==> src/rtl/fifo_wr_ctrl_pkg.sv <==
// rtl/fifo_wr_ctrl_pkg.sv - shared constants and Gray-code helpers for the FIFO pointer logic
package fifo_wr_ctrl_pkg;

  localparam int DEF_ADDR_W      = 4;
  localparam int DEF_AF_THRESH   = 12;
  localparam int DEF_SYNC_STAGES = 2;

  // Helpers work on 32-bit values; callers zero-extend in and truncate out,
  // which keeps the conversions exact for any pointer width up to 32.
  function automatic logic [31:0] bin2gray(input logic [31:0] b);
    return b ^ (b >> 1);
  endfunction

  function automatic logic [31:0] gray2bin(input logic [31:0] g);
    logic [31:0] b;
    b[31] = g[31];
    for (int i = 30; i >= 0; i--) begin
      b[i] = b[i + 1] ^ g[i];
    end
    return b;
  endfunction

  // Gray value the write pointer reaches when it is exactly one depth ahead
  // of the read pointer: the top two bits of a pw-bit Gray word inverted.
  function automatic logic [31:0] full_target(input logic [31:0] rq, input int pw);
    return rq ^ (32'h3 << (pw - 2));
  endfunction

endpackage

==> src/rtl/gray_ctr.sv <==
// rtl/gray_ctr.sv - Gray-coded counter with registered output and next-value lookahead
module gray_ctr
  import fifo_wr_ctrl_pkg::*;
#(
  parameter int WIDTH = 5
) (
  input  logic             clk,
  input  logic             rst_n,
  input  logic             inc,
  output logic [WIDTH-1:0] gray,
  output logic [WIDTH-1:0] gray_next
);

  logic [WIDTH-1:0] bin;
  logic [WIDTH-1:0] bin_next;

  // Next binary count and its Gray image, exported for look-ahead compares.
  always_comb begin
    bin_next  = bin + WIDTH'(inc);
    gray_next = WIDTH'(bin2gray(32'(bin_next)));
  end

  // Count register; the Gray copy is registered so it is glitch-free across domains.
  always_ff @(posedge clk or negedge rst_n) begin
    if (!rst_n) begin
      bin  <= '0;
      gray <= '0;
    end else begin
      bin  <= bin_next;
      gray <= gray_next;
    end
  end

endmodule

==> src/rtl/ptr_sync.sv <==
// rtl/ptr_sync.sv - N-stage flop synchronizer for a Gray-coded pointer
module ptr_sync #(
  parameter int WIDTH  = 5,
  parameter int STAGES = 2
) (
  input  logic             clk,
  input  logic             rst,
  input  logic [WIDTH-1:0] d,
  output logic [WIDTH-1:0] q
);

  logic [WIDTH-1:0] stg [STAGES];

  // Plain shift chain; the first stage samples the foreign pointer directly.
  always_ff @(posedge clk or posedge rst) begin
    if (rst) begin
      for (int i = 0; i < STAGES; i++) begin
        stg[i] <= '0;
      end
    end else begin
      stg[0] <= d;
      for (int i = 1; i < STAGES; i++) begin
        stg[i] <= stg[i - 1];
      end
    end
  end

  assign q = stg[STAGES - 1];

endmodule

==> src/rtl/fifo_wr_ctrl.sv <==
// rtl/fifo_wr_ctrl.sv - write-side pointer, full/almost_full and level for the dual-clock sample FIFO
module fifo_wr_ctrl
  import fifo_wr_ctrl_pkg::*;
#(
  parameter int ADDR_W      = DEF_ADDR_W,
  parameter int AF_THRESH   = DEF_AF_THRESH,
  parameter int SYNC_STAGES = DEF_SYNC_STAGES
) (
  input  logic              clk,
  input  logic              rst,
  input  logic              wr_valid,
  output logic              wr_ready,
  output logic              wr_en,
  output logic [ADDR_W-1:0] wr_addr,
  output logic [ADDR_W:0]   wr_ptr_gray,
  input  logic [ADDR_W:0]   rd_ptr_gray,
  output logic              full,
  output logic              almost_full,
  output logic [ADDR_W:0]   level
);

  localparam int PTR_W = ADDR_W + 1;

  logic             accept;
  logic [PTR_W-1:0] bin;
  logic [PTR_W-1:0] bin_next;
  logic [PTR_W-1:0] gray_next;
  logic [PTR_W-1:0] rq_gray;
  logic [PTR_W-1:0] rq_bin;
  logic [PTR_W-1:0] fill_next;
  logic             full_next;

  // Handshake: ready follows the registered full and is forced low during reset,
  // which also drops any write presented while reset is active.
  always_comb begin
    wr_ready  = ~full & ~rst;
    accept    = wr_valid & wr_ready;
    wr_en     = accept;
    wr_addr   = bin[ADDR_W-1:0];
    bin_next  = bin + PTR_W'(accept);
    rq_bin    = PTR_W'(gray2bin(32'(rq_gray)));
    fill_next = bin_next - rq_bin;
    full_next = (gray_next == PTR_W'(full_target(32'(rq_gray), PTR_W)));
  end

  gray_ctr #(
    .WIDTH (PTR_W)
  ) u_gray_ctr (
    .clk       (clk),
    .rst_n     (~rst),
    .inc       (accept),
    .gray      (wr_ptr_gray),
    .gray_next (gray_next)
  );

  ptr_sync #(
    .WIDTH  (PTR_W),
    .STAGES (SYNC_STAGES)
  ) u_rd_sync (
    .clk (clk),
    .rst (rst),
    .d   (rd_ptr_gray),
    .q   (rq_gray)
  );

  // Binary pointer and flags update together so a write and its flags land on one edge.
  always_ff @(posedge clk or posedge rst) begin
    if (rst) begin
      bin         <= '0;
      full        <= 1'b0;
      almost_full <= 1'b0;
      level       <= '0;
    end else begin
      bin         <= bin_next;
      full        <= full_next;
      almost_full <= (fill_next >= PTR_W'(AF_THRESH));
      level       <= fill_next;
    end
  end

endmodule

==> config.mk <==
export PLATFORM = sky130hd
export DESIGN_NAME = fifo_wr_ctrl
export DESIGN_NICKNAME = d
export VERILOG_FILES = /design/src/rtl/fifo_wr_ctrl_pkg.sv /design/src/rtl/gray_ctr.sv /design/src/rtl/ptr_sync.sv /design/src/rtl/fifo_wr_ctrl.sv
export SDC_FILE = /design/constraint.sdc
export NUM_CORES = 1
export LEC_CHECK = 0
export ABC_CLOCK_PERIOD_IN_PS = 3500
export CORE_MARGIN = 5
export CORE_UTILIZATION = 51
export CTS_CLUSTER_DIAMETER = 120
export DETAILED_ROUTE_END_ITERATION = 7
export MAX_ROUTING_LAYER = met4
export PLACE_DENSITY = 0.78
export SKIP_LAST_GASP = 1
export SYNTH_ARGS = -nofsm -noshare
export SYNTH_HDL_FRONTEND = slang
export SYNTH_HIERARCHICAL = 1
export SYNTH_SLANG_ARGS = --single-unit
==> constraint.sdc <==
create_clock -name clk -period 3.5 [get_ports clk]
set_clock_uncertainty 0.15 [all_clocks]
set_input_delay 1.05 -clock clk [delete_from_list [all_inputs] [get_ports clk]]
set_output_delay 1.05 -clock clk [all_outputs]
set_load 0.05 [all_outputs]
==> impl.org <==
** Setup path
- Combined buffer and inverter count along the critical path :: 2
- Terminus of the critical flop-to-flop path :: almost_full
- At the worst endpoint, the arrival time is 3.22 ns.
- The critical path goes through clkdlybuf4s50_1, and2_2, ha_1, ha_1, xor2_2, ha_1, buf_4, xnor2_1, a31oi_1, nand4b_1.
- The setup path with the least slack is of type input port to flip-flop.
- Setup slack on the worst reg-to-reg path comes out at around 0.92 ns.
- Crit path capture type :: flip-flop
- Grouping stages by cell kind, the critical path spends the most delay in adder cells.
- The most numerous cell type found on the critical path is sky130_fd_sc_hd__ha_1.
- Number of cells traversed by the worst register-to-register path :: 9
- Type of element launching the critical path :: input port
- Along the worst path, the maximum fanout reaches 4.
- For this design, the slowest cell found on the critical path is sky130_fd_sc_hd__clkdlybuf4s50_1.
- Required time of the worst setup path :: 3.55 ns
- In this design, the stage delay of the slowest critical-path cell is 0.41 ns.
- Reg-to-reg startpoint :: u_rd_sync/q[4]

** Timing
- Normalized max-slew margin :: 0.466
- RSZ-0062 raised after global routing :: no
- The number of hold violations in the final report is 0.
- For the pin with the worst max-slew slack, the measured transition is 0.799 ns.
- Summed negative setup slack over all endpoints :: 0 ns
- Of the available clock period, the critical path in the final layout requires 0.905.
- Final critical-path setup slack :: approximately 0.33 ns
- The worst path needs 3.17 ns of the cycle, external delays included.
- Slew Limit Fails :: 0
- Setup violations, final :: 0
- Max Fclk :: 0.316 GHz

** Yosys
- Synth Warn # :: 6
- Leading cell types by count after synthesis :: sky130_fd_sc_hd__dfrtp_1 (31), sky130_fd_sc_hd__buf_4 (11), sky130_fd_sc_hd__inv_1 (10), sky130_fd_sc_hd__xor2_1 (10), sky130_fd_sc_hd__xnor2_1 (9)
- Seq/Total Area, Yosys :: 0.546
- Top-area cell type share of the netlist area :: 0.546
- After synthesis, the share of flip-flops with an asynchronous set or reset is 1.00.
- A synthesized cell averages about 13 sq um.
- Total nets after synthesis :: 128
- Sorting the synthesized cells by area gives the leading types as sky130_fd_sc_hd__dfrtp_1 (55%), sky130_fd_sc_hd__ha_1 (7.0%), sky130_fd_sc_hd__xor2_1 (6.2%).
- Cell type with the highest aggregate area in the netlist :: sky130_fd_sc_hd__dfrtp_1
- In this run the cell area of the synthesized design comes to about 1400 sq um.
- Number of distinct library cell variants in the gate-level netlist after synthesis :: 27
- For this run, the leading register cell type out of synthesis is sky130_fd_sc_hd__dfrtp_1.
- Post-synthesis register bit count :: 31
- Number of flops mapped to enable cells by yosys :: 0
- Synthesis produced 111 cells.
- Most repeated cell in the gate-level netlist after synthesis :: sky130_fd_sc_hd__dfrtp_1

** Final layout
- The repair_antennas step left the layout with diodes totalling 0.
- Layout Area Growth over Synthesis :: 24.6%
- Utilization after layout :: 0.654
- Share of cells above drive strength 1 :: 0.171
- The net count of the finished layout is between 150 and 200.

** Outcome
- The flow ran to the end, and the final reports show no timing, DRC or antenna violations.

** GRT
- For this run, the total global-route usage over all layers was measured as 0.144.
- The initial antenna violation count came to 0.
- The first global-routing pass estimated 4310 microns of wire.
- Met3 Use GR :: 0.0468
- In the global route stage, met2 resource usage came out at 0.224.
- GRT overflow :: 0
- For met1 alone, demand over resource in global routing was 0.163.
- Grt peak-use layer :: met2
- Entering global routing, the biggest net connects 22 pins.
- The number of global-route vias before repair was 948.

** Clocking
- The clock tree synthesis step divided the H-tree into 2 levels.
- After clock tree synthesis, the clock-pin slew on the worst setup and hold paths is 0.09 ns.
- After clock tree synthesis, the flow added hold-fix buffers numbering 0.
- Post-CTS Setup Repair Bufs :: 0
- Number of CTS-inserted buffers :: 5
- TritonCTS built the clock tree.
- Clock tree synthesis selected as its root buffer the cell sky130_fd_sc_hd__clkbuf_4.
- The clock drives 31 sinks.
- Number of buffers between clock root and the deepest sink :: 2
- Clock latency reported for the late side of the worst-skew pair :: 0.32 ns

** Die
- In this run the horizontal extent of the chip is 62.8 microns.
- Die area :: 3940 sq um
- In this run the vertical extent of the chip is 62.8 microns.
- Cell Rows :: 19
- Top-level port count :: 26
- Core footprint :: about 2700 sq um
- For this configuration, the core starts out at a cell density of 0.524.

** Placed design
- RD Place Congestion :: 0.852
- Input and output buffers added on the ports amount to 25.
- Worst setup timing slack at the placement stage :: -0.237 ns
- Post-detailed-placement half-perimeter wirelength :: 1790 microns

** Hold path
- In this run the worst hold path is classified as flip-flop to flip-flop.
- WHS Endpoint :: u_rd_sync/q[1]
- Min-delay src :: u_rd_sync/stg[6]
- Along the worst hold path, the cell count comes to 0.

** Routing
- Detailed-router iteration count before antenna repair :: 4
- Summed over all layers, the routed wires come to approximately 2200 microns.
- In the routed design, unresolved DRC markers number 0.
- WL per Instance :: 12.8 microns
- Detailed routing inserted a total of 833 vias.
- The detailed router finished its first iteration with 59 violations.
- Number of routed nets with antenna violations :: 0
- Via density per instance :: 4.87

** Flow run
- Max-cap violations in this run came to 0.
==> cell usage in the layout (no fill, tap or decap), types with 2 or more instances in the layout <==
cell type	count
sky130_fd_sc_hd__xor2_2	3
sky130_fd_sc_hd__inv_1	10
sky130_fd_sc_hd__clkbuf_4	5
sky130_fd_sc_hd__xnor2_1	9
sky130_fd_sc_hd__xor2_1	9
sky130_fd_sc_hd__clkbuf_1	2
sky130_fd_sc_hd__clkdlybuf4s50_1	22
sky130_fd_sc_hd__buf_12	2
sky130_fd_sc_hd__a21oi_1	2
sky130_fd_sc_hd__nand2_1	3
sky130_fd_sc_hd__nand3_1	6
sky130_fd_sc_hd__ha_1	8
sky130_fd_sc_hd__buf_4	7
sky130_fd_sc_hd__dfrtp_1	31
sky130_fd_sc_hd__nor3_1	2
==> how the worst max path moves through the flow <==
stage	startpoint	slack [ns]	cells past startpoint	end
floorplan	rst	0.08	10	almost_full
global placement	rst	-0.18	10	almost_full
detailed placement	rst	-0.24	10	almost_full
CTS	rst	0.11	10	almost_full
global route	wr_valid	0.16	10	almost_full
finish	wr_valid	0.33	10	almost_full
==> cells by family (layout without fill, tap and decap cells) <==
logic type	after synthesis	after routing	synth area share
mux	1	1	0.00704
compound gates	7	7	0.0379
xor+xnor	23	23	0.171
flops	31	31	0.546
fa+ha+maj	9	9	0.0845
simple gates	19	19	0.0696
buf+inv	21	50	0.0845
==> stage by stage <==
stage	area, sq um	hold WS (ns)	cells
6_report	1770	0.204	171
5_1_grt	1770	0.211	171
4_1_cts	1760	0.207	171
3_5_place_dp	1710	0.186	163
3_3_place_gp	1710	0.181	163
2_1_floorplan	1430	0.181	111
==> what timing repair did <==
item | in CTS | in global routing
setup endpoints to repair | 0 | 2
resized for setup | 0 | 3
endpoints found under the hold margin | 0 | 0
==> sequential cells by signal (all words and copies together) (netlist names) <==
register / cells
bin: 5
level: 5
u_gray_ctr/bin: 5
u_rd_sync/q: 5
u_rd_sync/stg: 5
u_gray_ctr/gray: 4
almost_full: 1
full: 1
==> cell type report <==
type                    instances  area, sq um
clock buffers                   7         45.0
clock inverters                 1         5.00
fillers                       224          938
inverters                      10         37.5
multi-input cells              59          544
flip-flops and latches         31          776
well taps                      31         38.8
repair buffers                 32          325
==> per-layer routing <==
metal  up-vias  part of all wire  wire length (microns)
met3         7             0.069                    152
met4         0             0.028                     61
met5         -                 0                      0
li1        402                 -                      -
met1       398              0.42                    930
met2        26              0.48                   1050
Power is left out: the tool's default activity adds up to more than one toggle a clock period on the data nets, which glitch-free logic cannot reach.
